<file path="src/rtl/vector_lsu.sv">
// rtl/vector_lsu.sv - vector load/store sequencer between datapath and single-port data memory
// Issues one word access per memory handshake; load data collects into per-lane registers.
module vector_lsu #(
  parameter int WIDTH  = 32,
  parameter int NELEM  = 5,
  parameter int STRIDE = 4
) (
  input  logic             clk,
  input  logic             reset,
  input  logic             start,
  input  logic             is_store,
  input  logic [WIDTH-1:0] base_addr,
  input  logic [2:0]       count,
  input  logic [WIDTH-1:0] wd0,
  input  logic [WIDTH-1:0] wd1,
  input  logic [WIDTH-1:0] wd2,
  input  logic [WIDTH-1:0] wd3,
  input  logic [WIDTH-1:0] wd4,
  output logic             busy,
  output logic             done,
  output logic [WIDTH-1:0] rd0,
  output logic [WIDTH-1:0] rd1,
  output logic [WIDTH-1:0] rd2,
  output logic [WIDTH-1:0] rd3,
  output logic [WIDTH-1:0] rd4,
  output logic             mem_req,
  output logic             mem_we,
  output logic [WIDTH-1:0] mem_addr,
  output logic [WIDTH-1:0] mem_wdata,
  input  logic [WIDTH-1:0] mem_rdata,
  input  logic             mem_ready
);

  typedef enum logic [1:0] {IDLE, ISSUE, DONE} state_t;

  state_t           state, state_next;
  logic             is_store_q;
  logic [WIDTH-1:0] base_q;
  logic [2:0]       n_q;
  logic [2:0]       idx;
  logic [WIDTH-1:0] wd_in [NELEM];
  logic [WIDTH-1:0] wd_q  [NELEM];
  logic [WIDTH-1:0] rd_q  [NELEM];
  logic [2:0]       n_in;
  logic             last_elem;
  logic             xfer;
  logic [WIDTH-1:0] elem_addr;

  assign wd_in[0] = wd0;
  assign wd_in[1] = wd1;
  assign wd_in[2] = wd2;
  assign wd_in[3] = wd3;
  assign wd_in[4] = wd4;

  assign rd0 = rd_q[0];
  assign rd1 = rd_q[1];
  assign rd2 = rd_q[2];
  assign rd3 = rd_q[3];
  assign rd4 = rd_q[4];

  // Counts above the lane count saturate rather than wrap.
  assign n_in      = (count > 3'(NELEM)) ? 3'(NELEM) : count;
  assign xfer      = (state == ISSUE) && mem_ready;
  assign last_elem = (idx == n_q - 3'd1);
  assign elem_addr = base_q + WIDTH'(idx) * WIDTH'(STRIDE);

  always_comb begin
    state_next = state;
    busy       = 1'b0;
    done       = 1'b0;
    mem_req    = 1'b0;
    mem_we     = 1'b0;
    mem_addr   = '0;
    mem_wdata  = '0;
    case (state)
      IDLE: begin
        if (start) state_next = (n_in == 3'd0) ? DONE : ISSUE;
      end
      ISSUE: begin
        busy     = 1'b1;
        mem_req  = 1'b1;
        mem_we   = is_store_q;
        mem_addr = {elem_addr[WIDTH-1:2], 2'b00};
        for (int i = 0; i < NELEM; i++) begin
          if (idx == 3'(i)) mem_wdata = wd_q[i];
        end
        if (mem_ready && last_elem) state_next = DONE;
      end
      DONE: begin
        done       = 1'b1;
        state_next = IDLE;
      end
      default: state_next = IDLE;
    endcase
  end

  always_ff @(posedge clk) begin
    if (reset) begin
      state      <= IDLE;
      is_store_q <= 1'b0;
      base_q     <= '0;
      n_q        <= '0;
      idx        <= '0;
      for (int i = 0; i < NELEM; i++) begin
        wd_q[i] <= '0;
        rd_q[i] <= '0;
      end
    end else begin
      state <= state_next;
      if (state == IDLE && start) begin
        is_store_q <= is_store;
        base_q     <= base_addr;
        n_q        <= n_in;
        idx        <= '0;
        for (int i = 0; i < NELEM; i++) begin
          wd_q[i] <= wd_in[i];
          if (!is_store) rd_q[i] <= '0;
        end
      end
      // idx parks on the last element so the address stays valid until DONE.
      if (xfer) begin
        for (int i = 0; i < NELEM; i++) begin
          if (!is_store_q && idx == 3'(i)) rd_q[i] <= mem_rdata;
        end
        if (!last_elem) idx <= idx + 3'd1;
      end
    end
  end

endmodule
</file>
<file path="config.mk">
export PLATFORM = sky130hd
export DESIGN_NAME = vector_lsu
export DESIGN_NICKNAME = d
export VERILOG_FILES = /design/src/rtl/vector_lsu.sv
export SDC_FILE = /design/constraint.sdc
export NUM_CORES = 1
export LEC_CHECK = 0
export CAP_MARGIN = 20
export CORE_ASPECT_RATIO = 0.6
export CORE_UTILIZATION = 48
export CTS_BUF_LIST = sky130_fd_sc_hd__clkbuf_2 sky130_fd_sc_hd__clkbuf_4 sky130_fd_sc_hd__clkbuf_8
export DETAILED_ROUTE_END_ITERATION = 8
export GPL_TIMING_DRIVEN = 0
export PLACE_DENSITY = 0.94
export SYNTH_ARGS = -nofsm -noshare
export SYNTH_HDL_FRONTEND = slang
export SYNTH_SLANG_ARGS = --single-unit
</file>
<file path="constraint.sdc">
create_clock -name clk -period 5.9 [get_ports clk]
set_input_delay 1.18 -clock clk [delete_from_list [all_inputs] [get_ports clk]]
set_output_delay 1.18 -clock clk [all_outputs]
set_load 0.02 [all_outputs]
</file>
After elaboration in Yosys (flattened, before gate mapping)
Memory sizes are Yosys's and may differ from the RTL's.
Index checks and enable logic that the tools add are counted.
{ "totals": {"latch_bits": 0, "rom_bits": 0, "n_memories": 2, "elab_cells": 110, "output_inout_bits": 228, "ram_bits": 320, "regBits": 41, "in_bits": 232} }
{ "op_classes": {"n_mux": 62, "n_addsub": 3, "n_lt_le_gt_ge": 1, "bitwise": 15, "eq_ne": 9, "n_reduce_logical": 13, "n_div": 0, "mul": 0, "shift": 0} }
{ "mem_list": {"columns": ["memory", "depth", "width", "read_ports", "rd_ports_with_merged_regs", "write_ports", "line_no", "text"], "rows": [
  ["rd_q", 5, 32, 5, 0, 5, "43", "logic [WIDTH-1:0] rd_q [NELEM];"],
  ["wd_q", 5, 32, 5, 0, 5, "42", "logic [WIDTH-1:0] wd_q [NELEM];"]
]} }
{ "op_table": {"columns": ["op", "n"], "rows": [
  ["$mux 32", 22],
  ["$add 32x5->32", 1],
  ["$mux 1", 32],
  ["$or 1x1->1", 15],
  ["$mux 3", 4],
  ["$logic_and 1x1->1", 8],
  ["$eq 3x2->1 const B", 2],
  ["$logic_not 3->1", 2],
  ["$mux 2", 3],
  ["$pmux 2 s2", 1],
  ["$add 3x1->3 const B", 1],
  ["$eq 3x1->1 const B", 1],
  ["$eq 3x3->1", 1],
  ["$eq 3x3->1 const B", 1],
  ["$gt 3x3->1 const B", 1],
  ["$sub 3x1->3 const B", 1],
  ["$eq 2x1->1 const B", 1],
  ["$eq 2x2->1 const B", 1],
  ["$logic_not 2->1", 1],
  ["$ne 2x1->1 const B", 1],
  ["$ne 2x2->1 const B", 1],
  ["$reduce_and 2->1", 1],
  ["$logic_not 1->1", 1]
]} }

Longest topological paths before layout
Gate-level depths: netlist of run 1.
{ "depth": {"ltp_word": 7, "mapped_depth": 8, "mapped_depth_nobuf": 7} }

Worst setup path before layout of run 1
Ideal clock, no wire load.
{ "synth_path": {"kind": "input -> register", "start": "input start", "end": "memory wd_q[0][0] (enable)", "n_path_buf": 0, "setup_ns": 0.512, "slack_ns": 0.571, "t_arrival_ns": 4.817, "path_stages": 3, "required_time_ns": 5.388, "path_cell_list": "nor3b_1 > nor2_1 > inv_1"} }
{ "synth_lines": {"columns": ["item", "line_no", "text"], "rows": [
  ["start: declaration", "10", "input logic start,"],
  ["end: declaration", "42", null]
]} }

Final worst setup path of run 1
{ "layout_path": {"start": "register idx[1]", "end": "output mem_wdata[26]"} }
{ "layout_between": {"elab_chain_len": 7, "elab_cells_between_ends": 11, "cone_classes": "4 x eq/ne; 6 x mux; 1 x reduce/logical"} }
{ "layout_lines": {"columns": ["item", "line_no", "text"], "rows": [
  ["start: declaration", "40", "logic [2:0] idx;"],
  ["start signal: assignment", "125", "if (!last_elem) idx <= idx + 3'd1;"],
  ["$logic_not 3->1", "85", "if (idx == 3'(i)) mem_wdata = wd_q[i];"],
  ["$mux 32 (4 in series)", "85", null],
  ["$mux 32 *", "85", null],
  ["$mux 32 *", "75", "case (state)"],
  ["end: declaration", "29", "output logic [WIDTH-1:0] mem_wdata,"]
]} }
Mark *: on every way between the ends. The rest lies on a longest branch, timed or not.

==> impl_metrics.csv, run 1 <==
group,metric,value,unit
synth,synthCells,1100,
timing,hold_viol_final,0,
timing,setup-violations-final,0,
place,gp_congestion,0.968,
grt,grt_max_degree,89,
detailed_routing,via_per_inst,5.77,
worst_setup_path,start_kind,"register",
synth,yosys_register_bits,359,
synth,synth_cell_types,49,
timing,fin_crit_sh,90.6,%
die,die_h,137,um
place,placed_area,0.0199,mm2
detailed_routing,dr.pass1.iters,5,
timing,fin_tns_setup,0,ps
detailed_routing,ant_nets,0,
clock_network,clockBufferDepth,3,
worst_setup_path,cp.arrival,4160,ps
synth,synth-edff-count,320,
pwr,p_leak,7.91,nW
worst_setup_path,path_max_fanout,10,
synth,ys_seq_area_share,70.8,%
synth,ys_async_sr_fraction,0,%
grt,grt_pass1_wl,70.5,mm
die,die_area,0.0313,mm2
detailed_routing,drcViolationCount,0,
synth,synth_area_leader_cell,"edfxtp_1",
pwr,irDropWorstVdd,0.277,mV
worst_setup_path,critPathSlowestCell,"clkdlybuf4s50_1",
synth,yosysMostFrequentCell,"edfxtp_1",
synth,synthTopCellsByArea,"edfxtp_1 65%, and3_1 6.8%, dfxtp_1 5.3%",
final_layout,nNetsFinal,1857,
final_layout,fill_cells,2005,
synth,synth_top_flop_cell,"edfxtp_1",
grt,grt_usage,30.5,%
synth,yosysWarnings,0,
synth,ys_top_cells_by_count,"320 x edfxtp_1, 160 x and3_1, 117 x nand2_1",
clock_network,cts.repair.resized,0,
run,max-cap-violations,0,
synth,postSynthAreaPerCell,13.3,um2
clock_network,cts_tree,"done",
clock_network,cts.htree.levels,2,
die,die_w,228,um
place,io_buffers,455,
die,start_util,48.9,%
timing,final_max_slew_viol_count,0,
worst_setup_path,critPathKind,"reg -> out",
worst_setup_path,path_buf_inv,3,
synth,netlist_area,0.0147,mm2
pwr,powerDensity,294,mW/mm2
detailed_routing,drt_iter0_drc,1327,
die,core_area,0.0300,mm2
clock_network,cts-hold-fix-buffers,0,
detailed_routing,post_drt_wl_per_cell,24.0,um
worst_setup_path,crit_path_cell_trace,"inv_1 -> ha_1 -> nor3b_1 -> clkbuf_1 -> a221o_1 -> o211ai_1 -> a31oi_1 -> clkdlybuf4s50_1",
clock_network,cts_setup_buffers,0,
detailed_routing,via_count,11900,
die,num_io_pins,460,
grt,overflow,0,
final_layout,layout-drive-gt1-share,6.10,%
worst_hold_path,worstHoldPathType,"reg -> reg",
worst_setup_path,critPathCaptureType,"primary output",
clock_network,clock-sinks,359,
worst_setup_path,critPathMaxStageDelay,700,ps
final_layout,area_growth,43.2,%
synth,synth_top_area_share,65.4,%
timing,rsz0062_at_grt,"false",
run_status,status,"complete, no violations",
grt,first_global_vias,11500,
timing,period_needed,5340,ps
grt,antenna_found_initial,3,
clock_network,clockRootBuffer,"clkbuf_8",
worst_setup_path,crit_required,4720,ps
timing,slew_headroom,28.8,%
worst_setup_path,cp_top_family,"buffers and inverters",
clock_network,cts_buffers,51,
detailed_routing,drt_wl_total,49.6,mm
timing,fmaxAchievable,0.187,GHz
final_layout,design_area,0.0210,mm2
die,rows,49,
timing,worst_pin_slew,1060,ps
timing,finClkSkew,38.5,ps
place,dp_hpwl,36.5,mm
clock_network,cts.clk_slew.worst_paths,70,ps
clock_network,worst_skew_pair.late_latency,610,ps
area by class of cell:
type | instances | area [um2] | area share [%]
Tap cell | 408 | 510 | 2.43
Timing Repair Buffer | 461 | 4680 | 22.3
Antenna cell | 1 | 2.50 | 0.0119
Clock inverter | 31 | 279 | 1.33
Sequential cell | 359 | 10400 | 49.4
Clock buffer | 64 | 806 | 3.83
Inverter | 20 | 80.1 | 0.381
Multi-Input combinational cell | 630 | 3920 | 18.6
Buffer | 92 | 364 | 1.73
logic make-up after synthesis:
kind of cell	share of synthesized area, %
and+or+nand+nor	14.5
DFF	70.8
AOI/OAI and AO/OA	9.79
buffers and inverters	2.99
adders and majority gates	0.903
xor gates and xnor gates	0.579
muxes	0.477
other	0.0255
final timing paths:
kind	slack, ps	endpoint	depth (start not counted)	startpoint
worst max-delay path	560	mem_wdata[26]	8	idx[1]
worst min-delay path	460	n_q[1]	2	n_q[1]
worst max register to register	2860	rd_q[0][149]	8	idx[1]
worst min register to register	460	n_q[1]	2	n_q[1]
through the flow:
stage	total power, mW	hold WS (ps)	util (%)	cells	worst slack [ps]
global placement	4.07	446	65.8	1964	-1490
global route	6.37	487	70.0	2066	392
detailed placement	4.10	451	66.4	1970	1230
CTS	6.19	461	70.0	2065	585
floorplan	3.56	432	-	1101	571
finish	6.18	459	70.0	2066	556
state kept, by name, summed over array words and instances (netlist names):
signal and flops:
is_store_q 1, rd_q 160, state 2, n_q 3, idx 3, base_q 30
wd_q 160
worst min-delay path: cells and delay by family (launching register included):
family | cells | cell delay, ps
simple gates | 1 | 50
flops | 1 | 310
compound gates | 1 | 50
report_power, final:
group / internal, mW / switching [mW] / total, mW
Sequential: 3.00 / 0.0792 / 3.08
Combinational: 0.443 / 0.548 / 0.991
Clock: 1.13 / 0.984 / 2.11
Total: 4.57 / 1.61 / 6.18
placed cells by master, fill, tap and decap left out, types with 18 or more instances in the layout:
| master | n |
|---|---|
| clkdlybuf4s50_1 | 455 |
| edfxtp_1 | 320 |
| and2_1 | 35 |
| a21oi_1 | 50 |
| clkbuf_1 | 86 |
| o21ai_0 | 37 |
| a31oi_1 | 32 |
| nand2_1 | 117 |
| inv_1 | 18 |
| dfxtp_1 | 39 |
| clkinv_1 | 18 |
| clkbuf_8 | 52 |
| a221o_1 | 32 |
| and3_1 | 160 |
| o211ai_1 | 32 |
routing by layer:
layer | GRT usage (%) | vias to the layer above | wire length, um
li1 | - | 5232 | -
met1 | 39.9 | 5788 | 19300
met2 | 48.5 | 795 | 22900
met3 | 10.4 | 103 | 6050
met4 | 8.82 | 4 | 1280
met5 | 0 | - | 27
Power figures use the tool's default switching activity.
==> run 2: changes to the inputs <==
==> config.mk (replaced) <==
export PLATFORM = sky130hd
export DESIGN_NAME = vector_lsu
export DESIGN_NICKNAME = d
export VERILOG_FILES = /design/src/rtl/vector_lsu.sv
export SDC_FILE = /design/constraint.sdc
export NUM_CORES = 1
export LEC_CHECK = 0
export CAP_MARGIN = 20
export CORE_ASPECT_RATIO = 0.6
export CORE_UTILIZATION = 47
export DETAILED_ROUTE_END_ITERATION = 8
export GPL_TIMING_DRIVEN = 0
export PLACE_DENSITY = 0.93
export SYNTH_ARGS = -nofsm -noshare
export SYNTH_HDL_FRONTEND = slang
export SYNTH_SLANG_ARGS = --single-unit
==> run 2 against run 1 <==
Die area rose by 2.1%. Register-to-register slack got worse by 130 ps. Flip-flop and latch count did not move. Global-route usage rose by 0.69 points. Largest power group unchanged.
==> impl_metrics.csv, run 2 (synthesized netlist as in run 1, its figures left out) <==
group,metric,value,unit
clock_network,cts_buffers,34,
grt,antenna_found_initial,10,
detailed_routing,via_per_inst,5.92,
detailed_routing,post_drt_wl_per_cell,25.0,um
place,placed_area,0.0199,mm2
pwr,power,6.20,mW
timing,period_needed,5430,ps
final_layout,layout_common_cells,"455 x clkdlybuf4s50_1, 320 x edfxtp_1, 160 x and3_1, 117 x nand2_1, 95 x clkbuf_1",
timing,finalHoldWorstSlack,471,ps
pwr,power.switching,1.60,mW
timing,worst_pin_slew,997,ps
clock_network,worst_skew_pair.late_latency,530,ps
clock_network,clock-sinks,359,
timing,final_max_slew_viol_count,0,
die,num_io_pins,460,
final_layout,nNetsFinal,1840,
final_layout,layout-drive-gt1-share,4.01,%
pwr,power_frac_seq,49.7,%
grt,first_global_vias,11700,
final_layout,final_common_cell,"clkdlybuf4s50_1",
worst_setup_path,start_kind,"register",
pwr,swShare,25.8,%
worst_setup_path,crit_required,4720,ps
final_layout,largestRegisters,"rd_q: 160 flops, wd_q: 160 flops, base_q: 30 flops",
clock_network,cts-hold-fix-buffers,0,
pwr,powerDensity,295,mW/mm2
worst_hold_path,worstHoldPathType,"reg -> reg",
timing,setup-violations-final,0,
worst_setup_path,cp_top_family,"buffers and inverters",
place,pre_cts_ws,1190,ps
die,die_h,139,um
clock_network,cts_setup_buffers,0,
worst_setup_path,path_buf_inv,3,
clock_network,clockRootBuffer,"clkbuf_16",
worst_setup_path,cp.arrival,4250,ps
final_layout,design_area,0.0210,mm2
place,io_buffers,455,
detailed_routing,drcViolationCount,0,
timing,fin_crit_sh,92.0,%
clock_network,cts.htree.levels,2,
worst_setup_path,critPathMaxStageDelay,730,ps
die,die_w,230,um
final_layout,area_growth,43.0,%
pwr,p_leak,7.85,nW
timing,setup_ws,474,ps
worst_setup_path,critPathCaptureType,"primary output",
pwr,power_frac_comb,16.2,%
worst_setup_path,critPathKind,"reg -> out",
run,max-cap-violations,0,
clock_network,cts.clk_slew.worst_paths,60,ps
worst_setup_path,crit_path_cell_trace,"inv_1 -> ha_1 -> nor3b_1 -> clkbuf_1 -> a221o_1 -> o211ai_1 -> a31oi_1 -> clkdlybuf4s50_1",
timing,rsz0062_at_grt,"false",
pwr,pwr-share-clk,34.1,%
clock_network,cts.repair.resized,0,
place,dp_hpwl,37.6,mm
die,core_area,0.0303,mm2
timing,slew_headroom,33.3,%
clock_network,clockBufferDepth,3,
timing,fmaxAchievable,0.184,GHz
detailed_routing,ant_nets,0,
die,start_util,48.4,%
die,die_area,0.0320,mm2
place,gp_congestion,0.951,
final_layout,fill_cells,2035,
grt,overflow,0,
clock_network,cts_tree,"done",
run_status,status,"complete, no violations",
pwr,irDropWorstVdd,0.384,mV
timing,hold_viol_final,0,
grt,grt_pass1_wl,73.7,mm
grt,grt_max_degree,91,
timing,finClkSkew,25.8,ps
worst_setup_path,path_max_fanout,10,
worst_setup_path,critPathSlowestCell,"nor3b_1",
detailed_routing,via_count,12100,
detailed_routing,dr.pass1.iters,5,
detailed_routing,drt_wl_total,51.1,mm
pwr,p_int,4.60,mW
die,rows,49,
grt,grt_usage,31.2,%
detailed_routing,drt_iter0_drc,1526,
-- run 2: worst min-delay path, cell delays in order, from the launching register on --
cell and delay, ps:
dfxtp_1 310, nand2_1 60, a21oi_1 50
-- run 2: area by class of cell --
type | instances | area, um2 | share of cell area, %
inverters | 20 | 80.1 | 0.381
repair buffers | 461 | 4690 | 22.3
plain buffers | 92 | 364 | 1.73
clock inverters | 16 | 139 | 0.661
well taps | 408 | 510 | 2.43
clock buffers | 43 | 885 | 4.21
diodes | 10 | 25.0 | 0.119
flip-flops and latches | 359 | 10400 | 49.5
multi-input cells | 630 | 3920 | 18.6
-- run 2: path summary, 6_finish.rpt --
kind / start / end / slack [ps] / depth (start not counted)
max: idx[1] / mem_wdata[26] / 470 / 8
min: n_q[1] / n_q[1] / 470 / 2
max reg2reg: idx[1] / rd_q[0][109] / 2730 / 8
min reg2reg: n_q[1] / n_q[1] / 470 / 2
-- run 2: through the flow --
| stage | utilization [%] | cells | setup TNS (ps) |
|---|---|---|---|
| global route | 69.2 | 2037 | 0 |
| CTS | 69.1 | 2029 | 0 |
| global placement | 65.1 | 1964 | -423350 |
| detailed placement | 65.7 | 1970 | 0 |
| finish | 69.2 | 2039 | 0 |
| floorplan | - | 1101 | 0 |
-- run 2: power by group through the flow --
stage | clock network (mW) | logic, mW | registers (mW)
6_report | 2.12 | 1.00 | 3.08
5_1_grt | 2.21 | 1.04 | 3.09
4_1_cts | 2.13 | 0.989 | 3.08
3_5_place_dp | 0 | 0.983 | 3.13
3_3_place_gp | 0 | 0.936 | 3.14
2_1_floorplan | 0 | 0.326 | 3.23
-- run 2: routing by layer --
| layer | vias up | global-route usage, % | wire length, um |
|---|---|---|---|
| met2 | 907 | 47.8 | 23200 |
| li1 | 5185 | - | - |
| met5 | - | 0 | 13 |
| met1 | 5854 | 40.9 | 19000 |
| met3 | 128 | 10.6 | 6830 |
| met4 | 2 | 12.7 | 1990 |
==> run 3: changes to the inputs <==
--- a/config.mk
+++ b/config.mk
@@ -10,7 +10,7 @@
 export CORE_UTILIZATION = 47
 export DETAILED_ROUTE_END_ITERATION = 8
 export GPL_TIMING_DRIVEN = 0
-export PLACE_DENSITY = 0.93
+export PLACE_DENSITY_LB_ADDON = 0.2
 export SYNTH_ARGS = -nofsm -noshare
 export SYNTH_HDL_FRONTEND = slang
 export SYNTH_SLANG_ARGS = --single-unit
==> run 3 against run 2 <==
Via count down 2.3%. Global-route usage down 0.51 points. Core utilization up 0.31 points. Register-to-register slack better by 190 ps. Total power up 1.6%. Clock power up 5%. Sequential power about the same. Combinational power about the same. Die area unchanged. Flip-flop and latch count unchanged. Wire length down 2.4%. Critical path type unchanged. Largest power group unchanged.
==> impl_metrics.csv, run 3 (synthesized netlist as in run 1, its figures left out) <==
group,metric,value,unit
final_layout,area_growth,43.6,%
timing,setup-violations-final,0,
clock_network,cts_setup_buffers,0,
clock_network,cts_buffers,35,
final_layout,layout-drive-gt1-share,4.74,%
clock_network,cts.clk_slew.worst_paths,60,ps
worst_hold_path,whs_path_depth,2,
grt,grt_usage,30.7,%
pwr,p_leak,7.91,nW
timing,fmaxAchievable,0.192,GHz
die,rows,49,
worst_setup_path,path_max_fanout,10,
worst_hold_path,min_to,"base_q[2]",
worst_setup_path,crit_required,4720,ps
timing,hold_viol_final,0,
place,io_buffers,455,
clock_network,cts_tree,"done",
final_layout,layout_common_cells,"455 x clkdlybuf4s50_1, 320 x edfxtp_1, 160 x and3_1, 117 x nand2_1, 90 x clkbuf_1",
die,die_w,230,um
detailed_routing,drt_iter0_drc,1542,
die,core_area,0.0303,mm2
worst_setup_path,r2r_end,"rd_q[0][119]",
worst_setup_path,critPathKind,"reg -> out",
detailed_routing,via_count,11800,
timing,period_needed,5200,ps
worst_hold_path,worstHoldPathType,"reg -> reg",
detailed_routing,ant_nets,0,
grt,grt_pass1_wl,72.3,mm
pwr,irDropWorstVdd,0.261,mV
die,die_h,139,um
grt,antenna_found_initial,4,
clock_network,clockRootBuffer,"clkbuf_16",
die,start_util,48.4,%
run_status,status,"complete, no violations",
place,dp_hpwl,36.7,mm
clock_network,cts.repair.resized,0,
timing,setup_ws,700,ps
grt,overflow,0,
worst_setup_path,critPathCaptureType,"primary output",
die,num_io_pins,460,
clock_network,worst_skew_pair.late_latency,540,ps
final_layout,largestRegisters,"rd_q: 160 flops, wd_q: 160 flops, base_q: 30 flops",
place,pre_cts_ws,1360,ps
timing,rsz0062_at_grt,"false",
pwr,power,6.30,mW
detailed_routing,via_per_inst,5.79,
final_layout,fill_cells,2130,
place,gp_congestion,0.883,
worst_setup_path,cp.arrival,4020,ps
final_layout,layout.cells.non_filler,2036,
place,dp.cells,1971,
clock_network,clockBufferDepth,3,
worst_setup_path,reg2reg_slack,2920,ps
final_layout,nNetsFinal,1842,
timing,slew_headroom,32.3,%
run,max-cap-violations,0,
grt,first_global_vias,11100,
timing,fin_crit_sh,88.1,%
worst_setup_path,start_kind,"register",
detailed_routing,drcViolationCount,0,
worst_setup_path,r2r_start,"idx[2]",
worst_hold_path,hp-start,"base_q[2]",
timing,finClkSkew,18.7,ps
final_layout,final_common_cell,"clkdlybuf4s50_1",
timing,final_max_slew_viol_count,0,
pwr,powerDensity,298,mW/mm2
timing,worst_pin_slew,1010,ps
clock_network,cts.htree.levels,2,
detailed_routing,post_drt_wl_per_cell,24.5,um
detailed_routing,dr.pass1.iters,7,
detailed_routing,drt_wl_total,49.8,mm
grt,grt_max_degree,82,
clock_network,cts-hold-fix-buffers,0,
worst_setup_path,r2r_cells,8,
timing,fin_tns_setup,0,ps
die,die_area,0.0320,mm2
clock_network,clock-sinks,359,
## run 3: worst max-delay path: stages, from the launching register on
cell             delay [ps]
dfxtp_1                 380
inv_1                   180
ha_1                    250
nor3b_1                 610
clkbuf_1                550
a221o_1                 290
o211ai_1                100
a31oi_1                 430
clkdlybuf4s50_1         690
## run 3: worst max-delay path by stage
stage,startpoint,end,slack [ps],depth (start not counted)
3_5_place_dp,idx[1],mem_wdata[26],1360,8
3_3_place_gp,start,wd_q[0][19],-1850,4
2_1_floorplan,start,wd_q[0][0],570,3
5_1_grt,idx[1],mem_wdata[26],380,8
4_1_cts,idx[1],mem_wdata[26],750,8
6_report,idx[1],mem_wdata[26],700,8
## run 3: power breakdown
| group | leakage, nW | switching [mW] | internal, mW | total (mW) |
|---|---|---|---|---|
| registers | 3.74 | 0.0738 | 3.00 | 3.07 |
| logic | 3.62 | 0.554 | 0.445 | 1.00 |
| clock network | 0.545 | 1.00 | 1.23 | 2.23 |
| total | 7.91 | 1.63 | 4.67 | 6.30 |
## run 3: per-layer routing
layer	part of all wire [%]	track usage, %	up-vias	wire [um]
li1	-	-	5196	-
met1	41	44.5	5804	20500
met2	45	45.7	715	22200
met3	12	8.74	77	6020
met4	2.2	7.42	2	1100
met5	0.016	0	-	8
## run 3: final cells by class
type	instances	area, um2	area share [%]
sequential	359	10400	49.3
timing repair buffer	462	4710	22.3
multi-input combinational	630	3920	18.6
clock buffer	41	918	4.35
tap	408	510	2.42
buffer	92	364	1.73
clock inverter	21	198	0.937
inverter	20	80.1	0.380
antenna	3	7.51	0.0356
## run 3: stage by stage
stage	util [%]	hold WS [ps]	cell area (um2)
after global routing	69.5	489	21100
after CTS	69.5	465	21100
after floorplan	-	432	14700
after detailed placement	65.8	456	20000
after global placement	65.1	443	19800
final	69.5	464	21100
